$ cat src/rtl/qcw_burst_sequencer.sv
`default_nettype none
// ============================================================================
// Module   : qcw_burst_sequencer
// Purpose  : Runs complete QCW bridge-driver bursts: arm, start, per-cycle phase
//            ramp, stall/abort/fault handling and minimum off-time between bursts.
// Revision : 1.0 - initial release
// ============================================================================
module qcw_burst_sequencer #(
    parameter int PHASE_MIN     = 50,
    parameter int PHASE_MAX     = 254,
    parameter int WDT_CLKS      = 4096,
    parameter int READY_TIMEOUT = 1024,
    parameter int HOLDOFF_W     = 24
) (
    input  logic                 clk,
    input  logic                 rst,
    input  logic                 fire,
    input  logic                 abort,
    input  logic                 fault_clear,
    input  logic [15:0]          cfg_cycles,
    input  logic [7:0]           cfg_phase_start,
    input  logic [7:0]           cfg_phase_end,
    input  logic [7:0]           cfg_phase_step,
    input  logic [HOLDOFF_W-1:0] cfg_holdoff,
    input  logic                 drv_ready,
    input  logic                 drv_cycle_finished,
    input  logic                 drv_fault,
    output logic                 drv_start,
    output logic                 drv_halt,
    output logic [7:0]           drv_phase_shift,
    output logic [15:0]          drv_cycle_limit,
    output logic                 busy,
    output logic                 burst_done,
    output logic                 fault_flag,
    output logic [1:0]           fault_code,
    output logic [15:0]          burst_count
);

    typedef enum logic [2:0] {
        S_IDLE, S_ARM, S_START, S_RUN, S_STOP_OK, S_STOP_ABORT, S_HOLDOFF, S_FAULT
    } state_t;

    localparam int WDT_W = $clog2(WDT_CLKS + 1);
    localparam int RDY_W = $clog2(READY_TIMEOUT + 1);
    localparam logic [WDT_W-1:0] WDT_LAST = WDT_W'(WDT_CLKS - 1);
    localparam logic [RDY_W-1:0] RDY_LAST = RDY_W'(READY_TIMEOUT - 1);

    state_t                 state_q, state_d;
    logic [7:0]             phase_q, phase_d;
    logic [7:0]             end_q, end_d;
    logic [7:0]             step_q, step_d;
    logic                   up_q, up_d;
    logic [HOLDOFF_W-1:0]   hold_cfg_q, hold_cfg_d;
    logic [HOLDOFF_W-1:0]   hold_cnt_q, hold_cnt_d;
    logic [WDT_W-1:0]       wdt_q, wdt_d;
    logic [RDY_W-1:0]       rdy_cnt_q, rdy_cnt_d;
    logic                   ready_prev_q;
    logic [15:0]            limit_q, limit_d;
    logic [15:0]            count_q, count_d;
    logic [1:0]             code_q, code_d;
    logic                   start_q, halt_q, busy_q, done_q, fflag_q;

    function automatic logic [7:0] clamp_phase(input logic [8:0] v);
        if (v < 9'(PHASE_MIN))
            return 8'(PHASE_MIN);
        else if (v > 9'(PHASE_MAX))
            return 8'(PHASE_MAX);
        else
            return v[7:0];
    endfunction

    // Ramp in 9 bits so overshoot/borrow is visible before clamping.
    logic [8:0] w_sum, w_diff, w_next9;
    always_comb begin
        w_sum  = {1'b0, phase_q} + {1'b0, step_q};
        w_diff = {1'b0, phase_q} - {1'b0, step_q};
        if (up_q)
            w_next9 = (w_sum > {1'b0, end_q}) ? {1'b0, end_q} : w_sum;
        else
            w_next9 = (w_diff[8] || (w_diff < {1'b0, end_q})) ? {1'b0, end_q} : w_diff;
    end

    always_comb begin
        state_d    = state_q;
        phase_d    = phase_q;
        end_d      = end_q;
        step_d     = step_q;
        up_d       = up_q;
        hold_cfg_d = hold_cfg_q;
        hold_cnt_d = hold_cnt_q;
        wdt_d      = wdt_q;
        rdy_cnt_d  = rdy_cnt_q;
        limit_d    = limit_q;
        code_d     = code_q;
        case (state_q)
            S_IDLE: if (fire) begin
                end_d      = cfg_phase_end;
                step_d     = cfg_phase_step;
                up_d       = (cfg_phase_end >= cfg_phase_start);
                hold_cfg_d = cfg_holdoff;
                limit_d    = cfg_cycles;
                phase_d    = clamp_phase({1'b0, cfg_phase_start});
                rdy_cnt_d  = '0;
                state_d    = S_ARM;
            end
            S_ARM: begin
                if (drv_ready) begin
                    state_d = S_START;
                end else if (rdy_cnt_q == RDY_LAST) begin
                    state_d = S_FAULT;
                    code_d  = 2'd3;
                end else begin
                    rdy_cnt_d = rdy_cnt_q + 1'b1;
                end
            end
            S_START: begin
                wdt_d   = '0;
                state_d = S_RUN;
            end
            S_RUN: begin
                if (drv_cycle_finished) begin
                    wdt_d   = '0;
                    phase_d = clamp_phase(w_next9);
                end else begin
                    wdt_d = wdt_q + 1'b1;
                end
                if (abort) begin
                    rdy_cnt_d = '0;
                    state_d   = S_STOP_ABORT;
                end else if (!drv_cycle_finished && (wdt_q == WDT_LAST)) begin
                    state_d = S_FAULT;
                    code_d  = 2'd2;
                end else if (drv_ready && !ready_prev_q) begin
                    state_d = S_STOP_OK;
                end
            end
            S_STOP_OK: begin
                hold_cnt_d = hold_cfg_q;
                state_d    = S_HOLDOFF;
            end
            S_STOP_ABORT: begin
                if (drv_ready) begin
                    hold_cnt_d = hold_cfg_q;
                    state_d    = S_HOLDOFF;
                end else if (rdy_cnt_q == RDY_LAST) begin
                    state_d = S_FAULT;
                    code_d  = 2'd3;
                end else begin
                    rdy_cnt_d = rdy_cnt_q + 1'b1;
                end
            end
            S_HOLDOFF: begin
                if (hold_cnt_q == '0)
                    state_d = S_IDLE;
                else
                    hold_cnt_d = hold_cnt_q - 1'b1;
            end
            S_FAULT: if (fault_clear && !drv_fault) begin
                code_d     = 2'd0;
                hold_cnt_d = hold_cfg_q;
                state_d    = S_HOLDOFF;
            end
            default: state_d = S_IDLE;
        endcase
        // Driver fault outranks everything; an existing fault keeps its original code.
        if (drv_fault && (state_q != S_IDLE) && (state_q != S_FAULT)) begin
            state_d = S_FAULT;
            code_d  = 2'd1;
        end
        count_d = (state_d == S_STOP_OK) ? count_q + 16'd1 : count_q;
    end

    always_ff @(posedge clk) begin
        if (rst) begin
            state_q      <= S_IDLE;
            phase_q      <= 8'(PHASE_MIN);
            end_q        <= '0;
            step_q       <= '0;
            up_q         <= 1'b0;
            hold_cfg_q   <= '0;
            hold_cnt_q   <= '0;
            wdt_q        <= '0;
            rdy_cnt_q    <= '0;
            ready_prev_q <= 1'b0;
            limit_q      <= '0;
            count_q      <= '0;
            code_q       <= '0;
            start_q      <= 1'b0;
            halt_q       <= 1'b0;
            busy_q       <= 1'b0;
            done_q       <= 1'b0;
            fflag_q      <= 1'b0;
        end else begin
            state_q      <= state_d;
            phase_q      <= phase_d;
            end_q        <= end_d;
            step_q       <= step_d;
            up_q         <= up_d;
            hold_cfg_q   <= hold_cfg_d;
            hold_cnt_q   <= hold_cnt_d;
            wdt_q        <= wdt_d;
            rdy_cnt_q    <= rdy_cnt_d;
            ready_prev_q <= drv_ready;
            limit_q      <= limit_d;
            count_q      <= count_d;
            code_q       <= code_d;
            start_q      <= (state_d == S_START);
            halt_q       <= (state_d == S_STOP_ABORT) || (state_d == S_FAULT);
            busy_q       <= (state_d != S_IDLE) && (state_d != S_FAULT);
            done_q       <= (state_d == S_STOP_OK);
            fflag_q      <= (state_d == S_FAULT);
        end
    end

    assign drv_start       = start_q;
    assign drv_halt        = halt_q;
    assign drv_phase_shift = phase_q;
    assign drv_cycle_limit = limit_q;
    assign busy            = busy_q;
    assign burst_done      = done_q;
    assign fault_flag      = fflag_q;
    assign fault_code      = code_q;
    assign burst_count     = count_q;

endmodule
`default_nettype wire
$ cat config.mk
export PLATFORM = sky130hd
export DESIGN_NAME = qcw_burst_sequencer
export DESIGN_NICKNAME = d
export VERILOG_FILES = /design/src/rtl/qcw_burst_sequencer.sv
export SDC_FILE = /design/constraint.sdc
export NUM_CORES = 1
export LEC_CHECK = 0
export BUFFER_PORTS_ARGS = -buffer_cell sky130_fd_sc_hd__clkbuf_2
export CAP_MARGIN = 20
export CORE_MARGIN = 4
export CORE_UTILIZATION = 30
export DETAILED_ROUTE_END_ITERATION = 8
export GPL_TIMING_DRIVEN = 0
export SETUP_SLACK_MARGIN = 0.15
export SYNTH_ARGS = -nofsm -noshare
export SYNTH_HDL_FRONTEND = slang
export SYNTH_SLANG_ARGS = --single-unit
$ cat constraint.sdc
create_clock -name clk -period 5.1 [get_ports clk]
set_clock_uncertainty 0.2 [all_clocks]
set_input_delay 0.255 -clock clk [delete_from_list [all_inputs] [get_ports clk]]
set_output_delay 0.255 -clock clk [all_outputs]
set_load 0.03 [all_outputs]
==> results by group <==
Layout
  – Fill cells: about 2.6k
  – Fraction of layout cells with a size suffix above 1: between 15 and 20%
  – Design area: 0.0100 mm²
  – Synth-to-Final Area Change: 28.0%
  – Count of nets after finishing: between 1k and 1.5k
  – Diode count: 0

Yosys
  – Largest cells by area after synthesis: sky130_fd_sc_hd__dfxtp_1 (36%), sky130_fd_sc_hd__nand2_1 (8.7%), sky130_fd_sc_hd__a21oi_1 (7.0%)
  – Fraction of synthesized cell area taken by the top area cell type: 35.9%
  – Portion of netlist area occupied by mux cells: less than 1%
  – EDFF count, synth: 0
  – Dominant cell type by area after synthesis: sky130_fd_sc_hd__dfxtp_1
  – Number of synthesized register bits: between 100 and 150
  – Ys async rst share: 0%
  – Syn Nets: roughly 1.1k
  – Combined area of all synthesized cells: ~0.0078 mm²
  – Number of standard cells after synthesis: between 1k and 1.5k
  – Dominant combinational cell family by area after synthesis: simple AND/OR/NAND/NOR gates
  – Number of distinct library cells after synthesis: just under 80
  – Area share of and/or/nand/nor cells after synthesis: between 20% and 30%
  – Portion of the post-synthesis area used by sequential elements: roughly 36%
  – Avg Inst Size Synth: ~7.7 µm²
  – Ys Warns: 0
  – Synth Area in Compound Gates: ~22%
  – Dominant register cell in the synthesized netlist: sky130_fd_sc_hd__dfxtp_1
  – Xor and xnor area share after synthesis: between 3 and 4%
  – Area share of fa/ha/maj cells after synthesis: between 7 and 8%

Clocking
  – Number of clock sinks: between 100 and 150
  – H-tree depth: 4
  – Source-to-sink clock delay at the later pin of the worst-skew pair: 0.42 ns
  – Max Root-Sink Buffers: 2
  – TritonCTS clock tree: built
  – Clk root buf: sky130_fd_sc_hd__clkbuf_16
  – Post-CTS setup-driven buffer insertion count: 0
  – Number of clock buffers inserted by TritonCTS: 17
  – Register clock-pin slew on the reported worst setup and hold paths: about 0.060 ns

Critical path
  – Critical Path End: drv_phase_shift[2]
  – Worst path required time: approximately 5.3 ns
  – Register-to-register path setup slack: slightly below 0.4 ns
  – Number of cells on the worst reg-to-reg path: 18
  – Worst setup startpoint: step_q[0]
  – Arrival time reported for the critical path endpoint: slightly below 5 ns
  – CP startpoint kind: flip-flop
  – Endpoint of the worst-slack reg-to-reg timing path: drv_phase_shift[2]
  – Critical Path Fanout Max: 4
  – Critical path capture point type: flip-flop
  – Worst r2r src: step_q[0]
  – Start-to-end type of the worst setup path: reg -> reg

Global routing
  – Number of antenna violations at the first check in global routing: 0
  – Wire length of the first global-routing pass: 38.5 mm
  – Total gr overflow: 0
  – Largest net degree at the start of global routing: 17
  – Met3 layer usage reported by global route: 3.26%
  – Met1 track utilization from global routing: about a fifth
  – Vias in the first global route: about 7.6k
  – Overall fraction of global-route tracks in use: 16.5%
  – Busiest grt layer: met2
  – Global routing met2 resource utilization: between 20% and 30%

Pwr
  – Total leakage power: ~3.9 nW
  – Pwr/cell area: between 400 and 500 mW/mm²
  – Maximum vdd ir drop: ~0.00023 V

Floorplan
  – Die Footprint: approximately 0.029 mm²
  – Std-Cell Rows: 58
  – Initial Util: 30.7%
  – Count of pins on the block boundary: roughly 120
  – DIE WIDTH: approximately 170 µm
  – Area of the core region: 0.0254 mm²
  – Die height: 169 µm

Place
  – Final HPWL DP: between 15 and 20 mm
  – Number of input and output port buffers inserted: 117
  – Placed Area: roughly 0.009 mm²
  – Gpl congestion: 0.909

STA
  – Ratio of final minimum period to clock period: just over 90%
  – Shortest clock period the worst path allows after layout: between 4 and 5 ns
  – Number of setup violations in the final report: 0
  – Setup TNS: 0 ns
  – Remaining max-slew budget at the tightest pin: 47.3%
  – Final Max Slew Viols: 0
  – Unrepaired setup endpoints after global routing: false
  – Peak clock frequency supported by timing: about 210 MHz
  – Actual slew at the worst max-slew pin: 0.788 ns
  – Number of hold violations in the final report: 0

Drt
  – Post-detailed-route wirelength per cell: 15.4 µm
  – Aggregate routed wire length: 23.9 mm
  – Detailed-route vias per instance: slightly above 5
  – Post-detailed-route count of antenna-violating nets: 0
  – DR vias: approximately 8k
  – Post-route DRC: 0
  – TritonRoute pass-1 iters: 5
  – DR iter-0 viols: ~440

Flow run
  – Number of max-cap violations: 0

Worst hold path
  – Cells on Worst Hold Path: 3
  – Path category of the worst min-delay check: in -> reg

Run status
  – Outcome: completed
## power breakdown
part / internal, mW / total (mW) / leakage [nW] / switching, mW
sequential: 1.20 / 1.29 / 1.14 / 0.0913
combinational: 0.611 / 1.62 / 2.47 / 1.00
clock: 0.720 / 1.22 / 0.277 / 0.498
total: 2.53 / 4.12 / 3.88 / 1.59
## cells in the final DEF (no fill, tap or decap), types with 6 or more instances in the layout
cell type / synthesis / layout
sky130_fd_sc_hd__a21oi_1: 110 / 110
sky130_fd_sc_hd__nor2_1: 103 / 103
sky130_fd_sc_hd__nor2b_1: 7 / 7
sky130_fd_sc_hd__a211oi_1: 14 / 14
sky130_fd_sc_hd__a22oi_1: 11 / 11
sky130_fd_sc_hd__inv_1: 55 / 55
sky130_fd_sc_hd__a311oi_1: 6 / 6
sky130_fd_sc_hd__o22ai_1: 11 / 11
sky130_fd_sc_hd__nand2_1: 180 / 180
sky130_fd_sc_hd__ha_1: 43 / 43
sky130_fd_sc_hd__dlygate4sd3_1: 0 / 60
sky130_fd_sc_hd__xnor2_1: 23 / 23
sky130_fd_sc_hd__a31oi_1: 9 / 9
sky130_fd_sc_hd__dfxtp_1: 140 / 140
sky130_fd_sc_hd__clkbuf_1: 39 / 40
sky130_fd_sc_hd__nand2b_1: 10 / 10
sky130_fd_sc_hd__a21o_1: 8 / 8
sky130_fd_sc_hd__or3_1: 15 / 15
sky130_fd_sc_hd__nand3_1: 21 / 21
sky130_fd_sc_hd__xor2_1: 9 / 9
sky130_fd_sc_hd__nor4_2: 8 / 7
sky130_fd_sc_hd__nor3_1: 13 / 13
sky130_fd_sc_hd__clkbuf_16: 0 / 17
sky130_fd_sc_hd__o21ai_1: 7 / 7
sky130_fd_sc_hd__nand4_1: 6 / 6
sky130_fd_sc_hd__o211ai_1: 7 / 7
sky130_fd_sc_hd__clkbuf_2: 0 / 117
sky130_fd_sc_hd__and3_1: 14 / 14
sky130_fd_sc_hd__o21ai_0: 51 / 51
## synth_stat cells (all sizes together) (12+ instances only)
cell type and count:
a211oi 16, a21oi 112, and3 15, clkbuf 39
dfxtp 140, ha 43, inv 55, nand2 180
nand3 24, nor2 103, nor3 17, nor4 14
o21ai 58, o22ai 12, or3 16, xnor2 23
## registers in the layout, indices dropped and copies added (netlist names), 2 cells and up
register / cells
wdt_q: 13
state_q: 3
burst_count: 16
fault_code: 2
step_q: 8
drv_cycle_limit: 16
drv_phase_shift: 8
rdy_cnt_q: 11
end_q: 8
hold_cnt_q: 24
hold_cfg_q: 24
## repair_timing
action                                 in CTS  in global routing
setup endpoints to repair                   0                  6
endpoints found under the hold margin      60                  0
hold buffers                               60                  0
resized for setup                           0                  2
## worst max-delay path, stage by stage (launching register included)
cell,delay [ns]
sky130_fd_sc_hd__dfxtp_1,0.38
sky130_fd_sc_hd__ha_1,0.21
sky130_fd_sc_hd__inv_1,0.06
sky130_fd_sc_hd__fa_1,0.40
sky130_fd_sc_hd__o21ba_1,0.22
sky130_fd_sc_hd__or4_4,0.45
sky130_fd_sc_hd__nand2_1,0.13
sky130_fd_sc_hd__nor2_1,0.06
sky130_fd_sc_hd__xnor2_1,0.16
sky130_fd_sc_hd__ha_1,0.27
sky130_fd_sc_hd__a21o_1,0.16
sky130_fd_sc_hd__a211oi_1,0.34
sky130_fd_sc_hd__and3_1,0.29
sky130_fd_sc_hd__nor2_1,0.07
sky130_fd_sc_hd__o311a_1,0.36
sky130_fd_sc_hd__nor4_4,0.28
sky130_fd_sc_hd__a211oi_1,0.12
sky130_fd_sc_hd__or3_1,0.38
sky130_fd_sc_hd__a21oi_2,0.11
## worst min path at each step
stage | end | slack, ns | from
after floorplan | hold_cfg_q[12] | 0.19 | cfg_holdoff[12]
after global placement | hold_cfg_q[12] | 0.24 | hold_cfg_q[12]
after detailed placement | end_q[5] | 0.25 | end_q[5]
after CTS | drv_phase_shift[4] | 0.01 | cfg_phase_start[4]
after global routing | drv_phase_shift[5] | 0.03 | cfg_phase_start[5]
final | drv_phase_shift[4] | 0.04 | cfg_phase_start[4]
## logic make-up (layout without fill, tap and decap cells)
logic type               count (synthesis)  after routing
adder cells (fa/ha/maj)                 45             45
AND/OR/NAND/NOR                        416            416
flip-flops                             140            140
XOR/XNOR                                32             32
buffers and inverters                  106            315
multiplexers                             2              2
AO/OA/AOI/OAI                          273            273
## cell type report
class	count	area, µm²	share of cell area (%)
Buffer	50	214	2.14
Tap cell	330	413	4.13
Timing Repair Buffer	178	1190	11.9
Inverter	56	210	2.10
Clock buffer	18	429	4.29
Multi-Input combinational cell	768	4590	46.0
Clock inverter	13	143	1.43
Sequential cell	140	2800	28.0
## routing by layer
layer / share of wire, % / wire (µm)
met1: 46 / 11000
met2: 48 / 11400
met3: 4.0 / 965
met4: 2.2 / 529
met5: 0 / 0
## stage by stage
stage	hold slack, ns	util (%)	setup WS, ns	instances	power [mW]
3_3_place_gp	0.242	34.7	0.224	1461	2.84
3_5_place_dp	0.248	34.7	0.253	1462	2.85
2_1_floorplan	0.191	-	0.629	1014	2.45
6_report	0.0437	39.4	0.389	1553	4.12
4_1_cts	0.0130	39.3	0.225	1553	4.12
5_1_grt	0.0313	39.4	0.152	1553	4.39
Note: power is estimated with default switching activity, not from simulation.
